$ cat src/rtl/sumador_pkg.sv
// sumador shared types and constants.
// Optional signed saturation: define SUMADOR_SAT_EN.
package sumador_pkg;

  localparam int SUMADOR_DEFAULT_BITS = 16;

  typedef struct packed {
    logic carry;
    logic overflow;
    logic zero;
  } sumador_flags_t;

  // Signed limit for width w as a raw bit pattern.
  // neg=1 gives -2^(w-1), neg=0 gives 2^(w-1)-1.
  function automatic logic [63:0] sumador_sat_lim(
    input int unsigned w,
    input logic        neg
  );
    logic [63:0] msb;
    msb = 64'd1 << (w - 1);
    return neg ? msb : (msb - 64'd1);
  endfunction

endpackage

$ cat src/rtl/sumador_if.sv
// sumador operand/result bundle.
// Master drives operands, slave returns the registered sum.
interface sumador_if #(
  parameter int bits = 16
);

  logic            in_valid;
  logic [bits-1:0] A;
  logic [bits-1:0] B;
  logic [bits-1:0] R;
  logic            carry;
  logic            overflow;
  logic            zero;
  logic            out_valid;

  modport master (
    output in_valid, A, B,
    input  R, carry, overflow, zero, out_valid
  );

  modport slave (
    input  in_valid, A, B,
    output R, carry, overflow, zero, out_valid
  );

endinterface

$ cat src/rtl/sumador_core.sv
// sumador combinational sum and flags.
// Saturation compiled only with SUMADOR_SAT_EN.
import sumador_pkg::*;

module sumador_core #(
  parameter int bits = SUMADOR_DEFAULT_BITS
) (
  input  logic [bits-1:0] a,
  input  logic [bits-1:0] b,
  output logic [bits-1:0] r,
  output sumador_flags_t  flags
);

  logic [bits:0]   full;
  logic [bits-1:0] sum;
  logic            ovf;
`ifdef SUMADOR_SAT_EN
  logic [63:0]     lim;
`endif

  // Raw sum, carry-out and signed overflow.
  always_comb begin
    full = {1'b0, a} + {1'b0, b};
    sum  = full[bits-1:0];
    ovf  = (a[bits-1] == b[bits-1])
        && (sum[bits-1] != a[bits-1]);
  end

`ifdef SUMADOR_SAT_EN
  // Clamp to the signed limit in the operands' direction.
  always_comb begin
    lim = sumador_sat_lim(bits, a[bits-1]);
    r   = ovf ? lim[bits-1:0] : sum;
  end
`else
  // Plain wrap-around result.
  always_comb begin
    r = sum;
  end
`endif

  // Flags; zero follows the final result.
  always_comb begin
    flags.carry    = full[bits];
    flags.overflow = ovf;
    flags.zero     = (r == '0);
  end

endmodule

$ cat src/rtl/sumador_sync.sv
// sumador_sync: registered adder with status flags.
// Optional signed saturation: define SUMADOR_SAT_EN.
import sumador_pkg::*;

module sumador_sync #(
  parameter int bits = SUMADOR_DEFAULT_BITS
) (
  input  logic      clk,
  input  logic      reset,
  sumador_if.slave  bus
);

  logic [bits-1:0] r_nxt;
  sumador_flags_t  f_nxt;
  logic [bits-1:0] r_q;
  sumador_flags_t  f_q;
  logic            v_q;

  sumador_core #(
    .bits (bits)
  ) u_core (
    .a     (bus.A),
    .b     (bus.B),
    .r     (r_nxt),
    .flags (f_nxt)
  );

  // Output stage: load on valid, hold otherwise.
  always_ff @(posedge clk) begin
    if (reset) begin
      r_q <= '0;
      f_q <= '0;
      v_q <= 1'b0;
    end else begin
      v_q <= bus.in_valid;
      if (bus.in_valid) begin
        r_q <= r_nxt;
        f_q <= f_nxt;
      end
    end
  end

  assign bus.R         = r_q;
  assign bus.carry     = f_q.carry;
  assign bus.overflow  = f_q.overflow;
  assign bus.zero      = f_q.zero;
  assign bus.out_valid = v_q;

endmodule

$ cat src/flat_wrapper.sv
// flat-port wrapper written by rule: the top's interface ports become plain ports
module sumador_sync_flat 
#(
  parameter int bits = SUMADOR_DEFAULT_BITS
)
  (clk, reset, bus_in_valid, bus_A, bus_B, bus_R, bus_carry, bus_overflow, bus_zero, bus_out_valid);
  sumador_if #(.bits(bits)) bus_i ();
  input  logic clk;
  input  logic reset;
  input wire logic [$bits(bus_i.in_valid)-1:0] bus_in_valid;
  input wire logic [$bits(bus_i.A)-1:0] bus_A;
  input wire logic [$bits(bus_i.B)-1:0] bus_B;
  output wire logic [$bits(bus_i.R)-1:0] bus_R;
  output wire logic [$bits(bus_i.carry)-1:0] bus_carry;
  output wire logic [$bits(bus_i.overflow)-1:0] bus_overflow;
  output wire logic [$bits(bus_i.zero)-1:0] bus_zero;
  output wire logic [$bits(bus_i.out_valid)-1:0] bus_out_valid;
  assign bus_i.in_valid = bus_in_valid;
  assign bus_i.A = bus_A;
  assign bus_i.B = bus_B;
  assign bus_R = bus_i.R;
  assign bus_carry = bus_i.carry;
  assign bus_overflow = bus_i.overflow;
  assign bus_zero = bus_i.zero;
  assign bus_out_valid = bus_i.out_valid;
  sumador_sync #(.bits(bits)) u_core (.clk(clk), .reset(reset), .bus(bus_i));
endmodule
$ cat config.mk
export PLATFORM = sky130hd
export DESIGN_NAME = sumador_sync_flat
export DESIGN_NICKNAME = d
export VERILOG_FILES = /design/src/rtl/sumador_pkg.sv /design/src/rtl/sumador_if.sv /design/src/rtl/sumador_core.sv /design/src/rtl/sumador_sync.sv /design/src/flat_wrapper.sv
export SDC_FILE = /design/constraint.sdc
export NUM_CORES = 1
export LEC_CHECK = 0
export ABC_CLOCK_PERIOD_IN_PS = 2400
export CAP_MARGIN = 40
export CORE_ASPECT_RATIO = 0.7
export CORE_MARGIN = 2
export CORE_UTILIZATION = 35
export CTS_CLUSTER_DIAMETER = 60
export CTS_CLUSTER_SIZE = 40
export DETAILED_ROUTE_END_ITERATION = 16
export GPL_ROUTABILITY_DRIVEN = 0
export GPL_TIMING_DRIVEN = 0
export PLACE_DENSITY = 0.66
export SYNTH_ARGS = -nofsm -noshare
export SYNTH_HDL_FRONTEND = slang
export SYNTH_SLANG_ARGS = --single-unit
export TNS_END_PERCENT = 1
$ cat constraint.sdc
create_clock -name clk -period 2.4 [get_ports clk]
set_input_delay 0.36 -clock clk [delete_from_list [all_inputs] [get_ports clk]]
set_output_delay 0.36 -clock clk [all_outputs]
set_load 0.03 [all_outputs]
Word level (Yosys, flattened, before mapping)
Index checks and enable logic that the tools add are counted.

storage, ports and cells
  register bits after elaboration = 20
  latch bits = 0
  bits in writable memories = 0
  memory bits (read-only) = 0
  bits of input ports = 35
  output and inout bits = 20
  memories kept = 0

operators by class
  $add $sub $neg = 1
  multiply operators = 0
  div/mod/pow operators = 0
  magnitude comparators = 0
  equality and inequality tests = 2
  shifts and indexed selects = 0
  multiplexer cells = 0
  bitwise logic cells = 0
  reduce and logical (&&, ||, !) cells = 2

operators with widths
  cell                     number
  adder 16 x 16 -> 17 bit  1
  zero test 16 bit         1
  == test 1 bit            1
  logical AND 1 bit        1
  != test 1 bit            1

Longest topological paths before layout
Gate-level depths: netlist of run 1.

  depth in word-level cells = 3
  mapped depth = 9
  mapped depth without buffers = 9

Cells and area by module
A second synthesis of run 1 with hierarchy kept.

unflattened totals
  cells, all modules = 184
  area, all modules = 1626.6 um^2

by module, submodules not included
  module        instances  cells each  area each (um^2)  seq. area each (um^2)
  sumador_core  1          121         928.4             0.0
  sumador_sync  1          63          698.2             400.4

Least setup slack after synthesis of run 1
OpenSTA, ideal clock, no wires.

  kind = input to register
  start point = in bus_B[0]
  end point = reg u_core.f_q (netlist bit u_core.bus.zero)
  setup time = 0.084 ns
  arrival time = 2.390 ns
  required time = 2.316 ns
  path slack = -0.074 ns
  cell stages on the path = 9
  cells stage by stage = ha_1 fa_1 a211o_1 a21oi_2 o211a_1 o311ai_1 nor4_1 nand4_1 o31ai_2

between the ends
  longest elaborated chain between the ends = 2

RTL lines
  element                  RTL line            RTL
  from (decl)              flat_wrapper.sv:12  input wire logic [$bits(bus_i.B)-1:0] bus_B;
  adder 16 x 16 -> 17 bit  sumador_core.sv:23  full = {1'b0, a} + {1'b0, b};
  zero test 16 bit         sumador_core.sv:46  flags.zero = (r == '0);
  to (signal assigned)     sumador_sync.sv:38  f_q <= f_nxt;
  to (decl)                sumador_sync.sv:16  sumador_flags_t f_q;

No other way between the ends.
A chain may end at the register's enable or synchronous reset.

Worst setup path after layout of run 1
  start point = in bus_B[11]
  end point = reg u_core.f_q (netlist bit u_core.bus.zero)

The elaborated chain is that of the path after synthesis.

==> results of run 1 <==
## metal layers
| metal | up-vias | routed length [um] |
|---|---|---|
| met1 | 766 | 2370 |
| li1 | 845 | - |
| met4 | 0 | 29 |
| met5 | - | 0 |
| met2 | 48 | 2070 |
| met3 | 2 | 211 |
## power breakdown
part	leakage (nW)	switching, mW	internal, mW
Clock	0.0357	0.119	0.222
Sequential	0.165	0.0183	0.365
Combinational	0.872	0.356	0.314
Total	1.07	0.494	0.901
## area by class of cell
type	instances	area [um2]
Fill cell	387	1740
Inverter	8	30.0
Clock buffer	3	41.3
Tap cell	55	68.8
Clock inverter	1	30.0
Sequential cell	20	400
Timing Repair Buffer	65	614
Buffer	5	20.0
Multi-Input combinational cell	157	1510
## state kept, by name (all words and copies together) (netlist names)
signal	flops
u_core.bus.R	16
u_core.bus.carry	1
u_core.bus.out_valid	1
u_core.bus.overflow	1
u_core.bus.zero	1
## critical path, delay by kind of cell
family	cells	cell delay [ps]
buffers and inverters	2	580
adders and majority gates	1	390
and+or+nand+nor	3	460
AOI/OAI and AO/OA	3	670
## stage by stage
stage / setup slack [ps] / TNS, ps
6_report: 116 / 0
5_1_grt: -49.7 / -49.7
4_1_cts: 0.0828 / 0
3_5_place_dp: -633 / -4060
3_3_place_gp: -632 / -3810
2_1_floorplan: 5.03 / 0
## repair_timing
| action | 4_1_cts | 5_1_grt |
|---|---|---|
| gates resized for setup | 36 | 31 |
| hold buffers | 0 | 0 |
| endpoints found under the setup margin | 9 | 5 |
| pin swaps | 13 | 17 |
| setup buffers | 5 | 6 |
## cells in the mapped netlist (2+ instances only)
| cell | instances |
|---|---|
| sky130_fd_sc_hd__o211ai_1 | 3 |
| sky130_fd_sc_hd__a21o_1 | 7 |
| sky130_fd_sc_hd__buf_1 | 2 |
| sky130_fd_sc_hd__inv_1 | 8 |
| sky130_fd_sc_hd__nand2_1 | 8 |
| sky130_fd_sc_hd__nor2_1 | 29 |
| sky130_fd_sc_hd__ha_1 | 16 |
| sky130_fd_sc_hd__clkbuf_1 | 2 |
| sky130_fd_sc_hd__nand4_1 | 2 |
| sky130_fd_sc_hd__a21oi_2 | 3 |
| sky130_fd_sc_hd__nand2b_1 | 3 |
| sky130_fd_sc_hd__nor3_1 | 3 |
| sky130_fd_sc_hd__xnor2_1 | 5 |
| sky130_fd_sc_hd__mux2i_1 | 15 |
| sky130_fd_sc_hd__nand3_1 | 6 |
| sky130_fd_sc_hd__a31oi_1 | 2 |
| sky130_fd_sc_hd__a21oi_1 | 10 |
| sky130_fd_sc_hd__o21ai_0 | 4 |
| sky130_fd_sc_hd__nand3_2 | 3 |
| sky130_fd_sc_hd__a211o_1 | 2 |
| sky130_fd_sc_hd__xor2_1 | 5 |
| sky130_fd_sc_hd__a211oi_1 | 3 |
| sky130_fd_sc_hd__o31ai_2 | 2 |
| sky130_fd_sc_hd__a2111oi_2 | 2 |
| sky130_fd_sc_hd__dfxtp_1 | 20 |
## worst paths after layout
kind / from / to / cells past startpoint
max: bus_B[11] / u_core.bus.zero$_SDFFE_PP0P_ / 9
min: u_core.bus.overflow$_SDFFE_PP0P_ / u_core.bus.overflow$_SDFFE_PP0P_ / 2
max reg2reg: u_core.bus.carry$_SDFFE_PP0P_ / u_core.bus.carry$_SDFFE_PP0P_ / 3
min reg2reg: u_core.bus.overflow$_SDFFE_PP0P_ / u_core.bus.overflow$_SDFFE_PP0P_ / 2
## logic make-up (layout without fill, tap and decap cells)
kind of cell	after synthesis	in the layout
simple gates	61	61
compound gates	54	54
flops	20	20
fa+ha+maj	17	17
mux	15	15
buf+inv	13	82
xor+xnor	10	10
==> qor_table.md, run 1 <==
| Stage | Parameter | Value |
|:---|:---|:---|
| floorplanning | DIE HEIGHT | 61.6 um |
| synthesis | Post-Syn Nets | 242 |
| floorplanning | # IOs | 55 |
| clocking | Insertion delay of the later-clocked pin in the worst-skew pair | 260 ps |
| floorplanning | Placeable core region | 0.00445 mm2 |
| synthesis | Cell area after synthesis | 0.00166 mm2 |
| routing | DRC | 0 |
| sta | Share of the cycle needed by the critical path after routing | 0.952 |
| synthesis | Xor and xnor fraction of the mapped netlist area | 0.0528 |
| worst setup path | Critical Path Fanout Max | 6 |
| global routing | Wire length of the first global-routing pass | 7.38 mm |
| power | Worst VDD drop | 0.000261 V |
| routing | Wire per inst | 14.9 um |
| worst hold path | Path class of the lowest-slack min-delay path | reg -> reg |
| floorplanning | Initial core utilization | 0.373 |
| status | Result of the run | completed |
| floorplanning | DIE WIDTH | 86.3 um |
| clocking | Number of buffers inserted during clock tree synthesis | 3 |
| power | P per Cell Area | 514 mW/mm2 |
| worst setup path | Type of origin of the critical path | primary input |
| worst setup path | Kind of end point of the critical path | flip-flop |
| sta | Slew at the pin closest to its max-slew limit | 682 ps |
| worst setup path | Setup Crit Path Kind | in -> reg |
| synthesis | Largest cells by area after synthesis | sky130_fd_sc_hd__dfxtp_1, sky130_fd_sc_hd__ha_1, sky130_fd_sc_hd__mux2i_1 |
| finish | Commonest non-fill, non-tap cell in the layout | sky130_fd_sc_hd__clkdlybuf4s50_1 |
| synthesis | Compound-cell area share of the yosys netlist | 0.276 |
| synthesis | Post-synthesis area per instance | 8.74 um2 |
| global routing | Tot GR Track Use | 0.176 |
| floorplanning | Overall die area | 0.00532 mm2 |
| sta | Tightest hold margin | 471 ps |
| synthesis | Ys flop type | sky130_fd_sc_hd__dfxtp_1 |
| routing | Total via count after detailed routing | 1,661 |
| floorplanning | Cell row count | 20 |
| routing | Final antenna-violating net count | 0 |
| synthesis | Number of register bits inferred by synthesis | 20 |
| finish | Net total in the final layout | 312 |
| finish | Area growth syn-to-layout | 63.5% |
| sta | Finish-stage setup viols | 0 |
| synthesis | Post-synthesis cell type with the largest combined area | sky130_fd_sc_hd__dfxtp_1 |
| routing | Total iterations of the first detailed-routing run | 4 |
| run | Max-cap violations | 0 |
| power | Static leakage | 1.07 nW |
| place | Inst Count DP | 299 |
| worst setup path | Largest incremental delay on the critical path | 410 ps |
| clocking | Count of clock tree sinks | 20 |
| global routing | Antenna violations before repair | 0 |
| synthesis | Yosys cell types | 50 |
| synthesis | Synth async-reset ratio | 0 |
| clocking | Clock Tree Root | sky130_fd_sc_hd__clkbuf_8 |
| global routing | Met1 layer usage reported by global route | 0.253 |
| sta | Number of max-slew violations in the final report | 0 |
| sta | Maximum clock frequency | 0.438 GHz |
| place | DP Wirelength | 3.52 mm |
| finish | Non-Filler Cell Area, Final | 0.00271 mm2 |
| sta | Max-slew headroom at the worst pin | 0.546 |
| global routing | Met2 Track Usage GR | 0.287 |
| routing | DR iter-0 viols | 105 |
| finish | Final cell count without fillers | 314 |
| place | # port buffers | 54 |
| worst setup path | Data required, critical path | 2580 ps |
| finish | Number of antenna diodes | 0 |
| worst setup path | Slack of the worst reg-to-reg path | 1540 ps |
| worst setup path | Standard cell with the maximum stage delay on the critical path | sky130_fd_sc_hd__clkdlybuf4s50_1 |
| global routing | Most crowded layer after global routing | met2 |
| clocking | Clock buffer depth | 2 |
| finish | Final core utilization | 0.609 |
| finish | Layout cell share with drive strength beyond 1 | 0.243 |
| synthesis | Sequential share of the synthesized area | 0.241 |
| synthesis | Number of synthesis warnings | 0 |
| sta | Post-route clock skew | 0 ps |
| synthesis | Number of enable-type register cells in the synthesized netlist | 0 |
| global routing | Remaining Overflow, GRT | 0 |
| synthesis | Gate count of the mapped netlist | 190 |
| routing | Overall routed net length | 4.69 mm |
| clocking | Number of H-tree levels | 1 |
| global routing | Via count of the first global-routing pass | 1,599 |
| synthesis | Largest family of logic cells by synthesized area | compound AO/OA/AOI/OAI gates |
| clocking | Clock transition at path regs | 80 ps |
| place | Placed standard-cell area | 0.00229 mm2 |
| worst setup path | Cell-by-cell trace of the critical path | clkdlybuf4s50_1, ha_1, inv_2, nor2_1, a221oi_2, o311ai_4, nor4_2, nand4_1, o31ai_2 |
| sta | Final count of hold timing violations | 0 |
| global routing | Grt met3 use | 0.0228 |
| sta | Post-layout minimum cycle time | 2280 ps |
| clocking | TritonCTS clock tree | yes |
| synthesis | Mux contribution to synthesized area | 0.0904 |
| power | Overall power after layout | 1.39 mW |
| routing | Via-to-Cell Ratio | 5.29 |
| synthesis | Adder-cell share of the synthesized area | 0.133 |
| worst setup path | Critical Path AT | 2460 ps |
| synthesis | Proportion of netlist area held by the largest area contributor | 0.241 |
| global routing | Maximum number of pins on one net before global-route repair | 13 |
| synthesis | Area fraction in and, or, nand and nor cells after synthesis | 0.177 |
| finish | Commonest non-fill, non-tap cells in the layout | sky130_fd_sc_hd__clkdlybuf4s50_1, sky130_fd_sc_hd__nor2_1, sky130_fd_sc_hd__dfxtp_1 |
Power figures use the tool's default switching activity.
==> inputs of run 2 (changes only) <==
--- a/config.mk
+++ b/config.mk
@@ -16,6 +16,7 @@
 export GPL_ROUTABILITY_DRIVEN = 0
 export GPL_TIMING_DRIVEN = 0
 export PLACE_DENSITY = 0.66
+export SLEW_MARGIN = 10
 export SYNTH_ARGS = -nofsm -noshare
 export SYNTH_HDL_FRONTEND = slang
 export SYNTH_SLANG_ARGS = --single-unit
==> results of run 2 <==
Same layout as run 1: the final DEF is identical, and so are final timing and power.
